[src/rtl/beat_accumulator.sv]
// Sums groups of up to BEATS unsigned input beats (closed early by last_in) and presents each
// {sum, count} result on a registered valid/ready port; upstream stalls only while a result waits.
module beat_accumulator #(
  parameter int unsigned DATA_WIDTH = 32,
  parameter int unsigned BEATS      = 4,
  parameter int unsigned SUM_WIDTH  = DATA_WIDTH + $clog2(BEATS),
  parameter int unsigned CNT_WIDTH  = $clog2(BEATS + 1)
) (
  input  logic                  clk,
  input  logic                  reset,
  input  logic                  valid_in,
  output logic                  ready_in,
  input  logic [DATA_WIDTH-1:0] data_in,
  input  logic                  last_in,
  output logic                  valid_out,
  input  logic                  ready_out,
  output logic [SUM_WIDTH-1:0]  sum_out,
  output logic [CNT_WIDTH-1:0]  count_out
);

  typedef enum logic [0:0] {StAccum, StDone} state_e;

  state_e               state_q, state_d;
  logic [SUM_WIDTH-1:0] acc_q, acc_d, acc_next;
  logic [SUM_WIDTH-1:0] sum_q, sum_d;
  logic [CNT_WIDTH-1:0] cnt_q, cnt_d, cnt_next;
  logic [CNT_WIDTH-1:0] count_q, count_d;
  logic                 beat_acc, res_acc, closes;

  // acc/cnt are always zero in StDone, so a beat taken alongside a result accept
  // naturally starts a fresh group through the same datapath.
  always_comb begin
    ready_in  = (state_q == StAccum) || ready_out;
    valid_out = (state_q == StDone);
    beat_acc  = valid_in && ready_in;
    res_acc   = valid_out && ready_out;
    acc_next  = acc_q + SUM_WIDTH'(data_in);
    cnt_next  = cnt_q + CNT_WIDTH'(1);
    closes    = (cnt_next == CNT_WIDTH'(BEATS)) || last_in;

    state_d = res_acc ? StAccum : state_q;
    acc_d   = acc_q;
    cnt_d   = cnt_q;
    sum_d   = sum_q;
    count_d = count_q;

    if (beat_acc) begin
      if (closes) begin
        state_d = StDone;
        sum_d   = acc_next;
        count_d = cnt_next;
        acc_d   = '0;
        cnt_d   = '0;
      end else begin
        acc_d = acc_next;
        cnt_d = cnt_next;
      end
    end
  end

  always_ff @(posedge clk or negedge reset) begin
    if (!reset) begin
      state_q <= StAccum;
      acc_q   <= '0;
      cnt_q   <= '0;
      sum_q   <= '0;
      count_q <= '0;
    end else begin
      state_q <= state_d;
      acc_q   <= acc_d;
      cnt_q   <= cnt_d;
      sum_q   <= sum_d;
      count_q <= count_d;
    end
  end

  assign sum_out   = sum_q;
  assign count_out = count_q;

endmodule

[config.mk]
export PLATFORM = sky130hd
export DESIGN_NAME = beat_accumulator
export DESIGN_NICKNAME = d
export VERILOG_FILES = /design/src/rtl/beat_accumulator.sv
export SDC_FILE = /design/constraint.sdc
export NUM_CORES = 1
export LEC_CHECK = 0
export BUFFER_PORTS_ARGS = -buffer_cell sky130_fd_sc_hd__clkbuf_2
export CORE_AREA = 3 3 124 126
export DETAILED_ROUTE_END_ITERATION = 16
export DIE_AREA = 0 0 127 129
export PLACE_DENSITY = 0.63
export SYNTH_ARGS = -nofsm -noshare
export SYNTH_HDL_FRONTEND = slang
export SYNTH_SLANG_ARGS = --single-unit
export TNS_END_PERCENT = 5
[constraint.sdc]
create_clock -name clk -period 4.7 [get_ports clk]
set_input_delay 0.705 -clock clk [delete_from_list [all_inputs] [get_ports clk]]
set_output_delay 0.705 -clock clk [all_outputs]
set_load 0.03 [all_outputs]
Word-level counts from Yosys, hierarchy flattened --
Cells that the tools add are included. Widths: inputs -> output; s select.
Storage, ports and cells: latch bits 0, output and inout port bits 39, flip-flop bits (word level) 75, memories kept 0, memory bits (read-only) 0, memory bits (writable) 0
Cells by class: bitwise operators 1, multiplexer cells 5, $add $sub $neg 2, div/mod/pow operators 0, reductions and logical operators 5, multiply operators 0, order comparisons 0, shift operators 0, equality and inequality tests 1
Operators with widths (number):
- $add 34x32->34 | 1
- $mux 34 | 1
- $add 3x1->3 const B | 1
- $eq 3x3->1 const B | 1
- $mux 1 | 3
- $mux 3 | 1
- $logic_and 1x1->1 | 2
- $logic_or 1x1->1 | 2
- $reduce_and 2->1 | 1
- $not 1->1 | 1

Logic depth before layout (Yosys ltp) --
Gate-level depths: netlist of run 1.
word-level depth 5, gate-level depth with buffers 10

Worst setup path after synthesis of run 1 --
Ideal clock, no wire load.
path type input-to-reg, start input port data_in[0], end register sum_q[32], in the netlist sum_out[32], required time 4631 ps, cell stages on the path 10, arrival time 2809 ps, setup time 69 ps, buffers on the path 0, setup slack 1823 ps, cell sequence ha_1 -> inv_1 -> fa_1 -> nor2b_1 -> o2111ai_1 -> a31oi_1 -> o211ai_1 -> and4_4 -> or4_1 -> nand3_1
On the way: longest elaborated chain between the ends 1
RTL lines:
- from (decl) | line 13 | input logic [DATA_WIDTH-1:0] data_in,
- $add 34x32->34 | line 37 | acc_next = acc_q + SUM_WIDTH'(data_in);
- to (signal assigned) | line 72 | sum_q <= sum_d;
- to (decl) | line 25 | logic [SUM_WIDTH-1:0] sum_q, sum_d;
No other way between the ends. A chain may end at the register's enable or synchronous reset.

Worst setup path after layout of run 1 --
Ends and elaborated chain as after synthesis.

==> results of run 1 <==
-- worst max-delay path: stages --
cell and delay, ns:
clkbuf_2 0.08, ha_1 0.19, inv_1 0.07, fa_1 0.40, nor2b_1 0.23, o2111ai_1 0.18, a31oi_1 0.42, o211ai_1 0.24
and4_4 0.23, or4_1 0.47, nand3_1 0.10
-- per-layer routing --
layer / GRT usage [%] / vias up / routed length [µm]
met5: 0 / - / 0
met4: 5.93 / 0 / 252
met3: 3.69 / 22 / 780
met2: 29.0 / 125 / 6660
met1: 25.0 / 2144 / 6930
li1: - / 2153 / -
-- cell usage after synthesis, types with 5 or more instances --
| cell | n | area [µm²] |
|---|---|---|
| nor3_1 | 11 | 55.1 |
| a21oi_1 | 41 | 205 |
| a22o_1 | 15 | 131 |
| dfrtp_1 | 75 | 1880 |
| a21o_1 | 15 | 113 |
| mux2_2 | 15 | 169 |
| or3_1 | 5 | 31.3 |
| o21a_1 | 8 | 60.1 |
| ha_1 | 34 | 425 |
| o21ai_0 | 46 | 230 |
| buf_2 | 5 | 25.0 |
| clkbuf_1 | 16 | 60.1 |
| a211oi_1 | 7 | 52.6 |
| nor2_1 | 20 | 75.1 |
| nand3_1 | 17 | 85.1 |
| xnor2_1 | 12 | 105 |
| nand2_1 | 80 | 300 |
| xor2_1 | 13 | 114 |
| a31oi_1 | 5 | 31.3 |
| o211ai_1 | 9 | 67.6 |
| nand4_1 | 9 | 56.3 |
| o31ai_1 | 10 | 75.1 |
| inv_1 | 16 | 60.1 |
-- how the worst min path moves through the flow --
| stage | start | to |
|---|---|---|
| finish | sum_out[16] | sum_out[16] |
| floorplan | reset | acc_q[0] |
| detailed placement | count_out[1] | count_out[1] |
| global placement | acc_q[0] | acc_q[0] |
| CTS | count_out[1] | count_out[1] |
| global route | acc_q[26] | acc_q[26] |
-- per-stage QoR --
stage	setup slack (ns)	power, mW	util (%)	instances
after floorplan	1.82	2.77	-	550
after global placement	1.40	3.35	37.8	787
after detailed placement	1.33	3.37	37.8	787
after CTS	1.69	4.08	39.9	803
after global routing	1.45	4.37	39.9	803
final	1.68	4.06	39.9	803
-- cell families after synthesis --
kind of cell | Yosys count
and+or+nand+nor | 174
AOI/OAI and AO/OA | 182
muxes | 16
buffers and inverters | 43
xor gates and xnor gates | 25
adders and majority gates | 35
DFF | 75
-- power breakdown --
part / internal [mW] / switching [mW]
clock network: 0.423 / 0.270
logic: 0.809 / 1.45
registers: 0.927 / 0.179
total: 2.16 / 1.90
-- registers in the layout (all words and copies together) (netlist names) --
signal	flops
valid_out	1
sum_out	34
acc_q	34
cnt_q	3
count_out	3
-- cells in the final DEF, fill, tap and decap left out, drive strengths merged, types with 11 or more instances in the layout --
master  synthesis  final
nor2           20     20
nand2          81     81
xor2           13     13
ha             34     34
nand3          17     17
dfrtp          75     75
a22o           15     15
mux2           15     15
inv            16     16
o21ai          48     48
a21oi          41     41
a21o           15     15
nor3           11     11
clkbuf         17     85
xnor2          12     12
-- cell type report --
type                       instances  area, µm²  area share [%]
multi-input combinational        432       2880            50.0
sequential                        75       1880            32.6
timing repair buffer              80        415            7.22
clock buffer                      11        243            4.22
tap                              184        230            4.00
inverter                          16       60.1            1.04
clock inverter                     5       52.6           0.913
==> flow_metrics.env, run 1 <==
export IMPL_rsz0062_at_grt="no"
export IMPL_cts_made_buffers=9
export IMPL_cp_max_fo=4
export IMPL_tightest_slew_ns=1.00
export IMPL_wl_per_cell_um=18.2
export IMPL_postRouteAntennaNets=0
export IMPL_wl_um=14600
export IMPL_powerDensity_mw_per_mm2=705
export IMPL_finalSetupViolCount=0
export IMPL_crit_path_end_kind="register"
export IMPL_io_buffers=75
export IMPL_syn_inst=550
export IMPL_clockBufferDepth=2
export IMPL_max_freq_ghz=0.331
export IMPL_synth_main_ff_cell="dfrtp_1"
export IMPL_arrival_ns=3.30
export IMPL_yosysWarnings=0
export IMPL_synth_area_mm2=0.00498
export IMPL_reg2reg_from="acc_q[0]"
export IMPL_totalNegativeSetupSlack_ns=0
export IMPL_post_cts_setup_buffer_count=0
export IMPL_vias_per_cell=5.53
export IMPL_ioPinCount=76
export IMPL_cp_endpoint="sum_out[32]"
export IMPL_period_share_pct=64.3
export IMPL_hold_depth=2
export IMPL_clk_pin_slew_worst_paths_ns=0.06
export IMPL_synth_edf_count=0
export IMPL_synth_compound_area_share_pct=24.0
export IMPL_first_pass_iters=5
export IMPL_postCtsHoldBufs=0
export IMPL_syn_to_final_growth_pct=15.6
export IMPL_start_kind="primary input"
export IMPL_cts_resized=0
export IMPL_run_status="completed"
export IMPL_cts_tree="yes"
export IMPL_gp_congestion=0.870
export IMPL_ff2ff_setup_slack_ns=1.76
export IMPL_grt_start_max_net_pins=76
export IMPL_grt_pass1_vias=4437
export IMPL_hpwlAfterDp_um=11100
export IMPL_synth_xor_area_share_pct=4.40
export IMPL_antenna_found_initial=0
export IMPL_die_area_mm2=0.0164
export IMPL_fin_nets=686
export IMPL_initial_core_util_pct=34.5
export IMPL_relSlewSlack_pct=33.1
export IMPL_ir_worst_vdd_uv=319
export IMPL_path_class="in2reg"
export IMPL_dpl_instance_area_mm2=0.00546
export IMPL_whs_ns=0.475
export IMPL_syn_nets=622
export IMPL_clk_latency_ns=0.35
export IMPL_drive_gt1_share_pct=20.2
export IMPL_syn_avg_cell_area_um2=9.05
export IMPL_core_mm2=0.0144
export IMPL_cp_required_ns=4.98
export IMPL_drt_iter0_markers=309
export IMPL_maxSlewViolCount=0
export IMPL_synth_top_family_by_area="compound AO/OA/AOI/OAI gates"
export IMPL_grt_pass1_wl_um=23600
export IMPL_final_cell_area_mm2=0.00575
export IMPL_fp_dieH_um=129
export IMPL_clockRootBuffer="clkbuf_16"
export IMPL_rows=44
export IMPL_p_leak_nw=2.72
export IMPL_overflow=0
export IMPL_fill_cells=1530
export IMPL_die_w_um=127
export IMPL_grtUsageTotal_pct=18.2
export IMPL_drc=0
export IMPL_r2r_end="sum_out[32]"
export IMPL_synth_simple_area_share_pct=16.8
export IMPL_antennaDiodeCount=0
export IMPL_vias=4444
export IMPL_yosysUniqueCellTypes=64
export IMPL_async_flop_share_pct=100
export IMPL_synthAdderAreaFrac_pct=8.94
export IMPL_ys_seq_area_share_pct=37.7
export IMPL_reg2reg_depth=10
export IMPL_synth_seq_cells=75
export IMPL_fin_skew_ns=0.00990
export IMPL_cts_sinks=75
export IMPL_finalHoldViolCount=0
export IMPL_h_tree_depth=3
export IMPL_synthMuxAreaShare_pct=3.59
export IMPL_drv_cap=0
export IMPL_period_minus_slack_ns=3.02
export IMPL_hold_class="reg2reg"
export IMPL_critPathLaunch="data_in[0]"
(Power assumes the default switching activity.)
==> run 2, diff against run 1 <==
clock period = 2.9 ns   (was 4.7 ns; I/O delays follow)
==> flow_metrics.env, run 2 (synthesized netlist as in run 1, its figures left out) <==
export IMPL_ir_worst_vdd_uv=484
export IMPL_fin_skew_ns=0.00657
export IMPL_period_minus_slack_ns=2.70
export IMPL_core_mm2=0.0144
export IMPL_antenna_found_initial=0
export IMPL_p_leak_nw=2.85
export IMPL_crit_path_end_kind="register"
export IMPL_wl_um=14900
export IMPL_totalNegativeSetupSlack_ns=0
export IMPL_relSlewSlack_pct=11.9
export IMPL_maxSlewViolCount=0
export IMPL_vias=4599
export IMPL_hold_class="in2async"
export IMPL_powerDensity_mw_per_mm2=1140
export IMPL_rows=44
export IMPL_path_class="reg2reg"
export IMPL_layout_commonest_cell="nand2_1"
export IMPL_max_freq_ghz=0.370
export IMPL_grt_pass1_wl_um=24100
export IMPL_drt_iter0_markers=308
export IMPL_fp_dieH_um=129
export IMPL_first_pass_iters=5
export IMPL_cts_tree="yes"
export IMPL_finalHoldViolCount=0
export IMPL_die_w_um=127
export IMPL_antennaDiodeCount=0
export IMPL_clk_latency_ns=0.34
export IMPL_rsz0062_at_grt="no"
export IMPL_final_cell_mix="nand2_1, dfrtp_1, clkbuf_2"
export IMPL_syn_to_final_growth_pct=19.9
export IMPL_h_tree_depth=3
export IMPL_die_area_mm2=0.0164
export IMPL_place_inst=814
export IMPL_cts_sinks=75
export IMPL_overflow=0
export IMPL_fin_nets=713
export IMPL_grt_start_max_net_pins=76
export IMPL_start_kind="register"
export IMPL_vias_per_cell=5.54
export IMPL_cts_made_buffers=9
export IMPL_grt_pass1_vias=4534
export IMPL_ff2ff_setup_slack_ns=0.20
export IMPL_dpl_worst_slack_ns=0.0319
export IMPL_grtUsageTotal_pct=18.6
export IMPL_run_status="completed"
export IMPL_clockRootBuffer="clkbuf_16"
export IMPL_cp_max_fo=4
export IMPL_period_share_pct=93.2
export IMPL_drive_gt1_share_pct=23.4
export IMPL_io_buffers=75
export IMPL_cp_required_ns=3.18
export IMPL_ioPinCount=76
export IMPL_postRouteAntennaNets=0
export IMPL_post_cts_setup_buffer_count=0
export IMPL_fin_util_pct=41.4
export IMPL_arrival_ns=2.98
export IMPL_hpwlAfterDp_um=11400
export IMPL_gp_congestion=0.904
export IMPL_initial_core_util_pct=34.5
export IMPL_final_cells=830
export IMPL_finalSetupViolCount=0
export IMPL_worst_slack_ns=0.199
export IMPL_drc=0
export IMPL_clockBufferDepth=2
export IMPL_total_power_mw=6.80
export IMPL_clk_pin_slew_worst_paths_ns=0.06
export IMPL_tightest_slew_ns=1.32
export IMPL_drv_cap=0
export IMPL_wl_per_cell_um=18.0
==> run 2: changes by cell type in the layout (fill, tap and decap cells not counted) <==
| cell | delta |
|---|---|
| o21ai_1 | -1 |
| clkinvlp_4 | -1 |
| buf_4 | +27 |
| clkinv_2 | -3 |
| clkbuf_1 | +2 |
| clkbuf_8 | +2 |
| o21ai_2 | +1 |
==> run 2: worst paths after layout <==
kind | startpoint | to | cells past startpoint
max in group asynchronous | reset | sum_out[10] | 1
min in group clk | last_in | cnt_q[2] | 2
worst min register to register | count_out[2] | count_out[2] | 2
worst min-delay path | reset | valid_out | 1
worst max register to register | acc_q[0] | sum_out[32] | 11
worst max-delay path | acc_q[0] | sum_out[32] | 11
==> run 2: power breakdown <==
| group | internal [mW] | switching (mW) |
|---|---|---|
| Sequential | 1.50 | 0.289 |
| Clock | 0.738 | 0.424 |
| Combinational | 1.45 | 2.39 |
| Total | 3.69 | 3.11 |
==> run 2: repair_timing <==
action | CTS | global route
endpoints found under the setup margin | 0 | 3
gates resized for setup | 0 | 1
hold buffers | 0 | 0
==> run 2: layout make-up <==
cell class	instances	area (µm²)
clock inverter	1	30.0
tap	184	230
multi-input combinational	432	2880
inverter	16	60.1
timing repair buffer	107	618
fill	1469	8450
sequential	75	1880
clock buffer	15	278
==> run 2: routing by layer <==
| layer | vias to the layer above | wire, µm | GRT usage (%) |
|---|---|---|---|
| li1 | 2211 | - | - |
| met1 | 2216 | 7040 | 26.1 |
| met2 | 151 | 6760 | 29.0 |
| met3 | 21 | 834 | 3.28 |
| met5 | - | 0 | 0 |
| met4 | 0 | 296 | 6.75 |
==> run 2: critical path, cell delays in order (launching register included) <==
cell and delay, ns:
dfrtp_1 0.35, ha_1 0.19, inv_1 0.07, fa_1 0.40, nor2b_1 0.19, o2111ai_1 0.15
a31oi_1 0.20, buf_4 0.16, o211ai_1 0.16, and4_4 0.22, or4_1 0.46, nand3_1 0.09
==> run 2: stage by stage <==
stage          hold slack [ns]  instance area, µm²
5_1_grt                  0.337                5970
3_3_place_gp             0.457                5660
6_report                 0.260                5970
3_5_place_dp             0.462                5660
2_1_floorplan            0.139                4980
4_1_cts                  0.293                5970
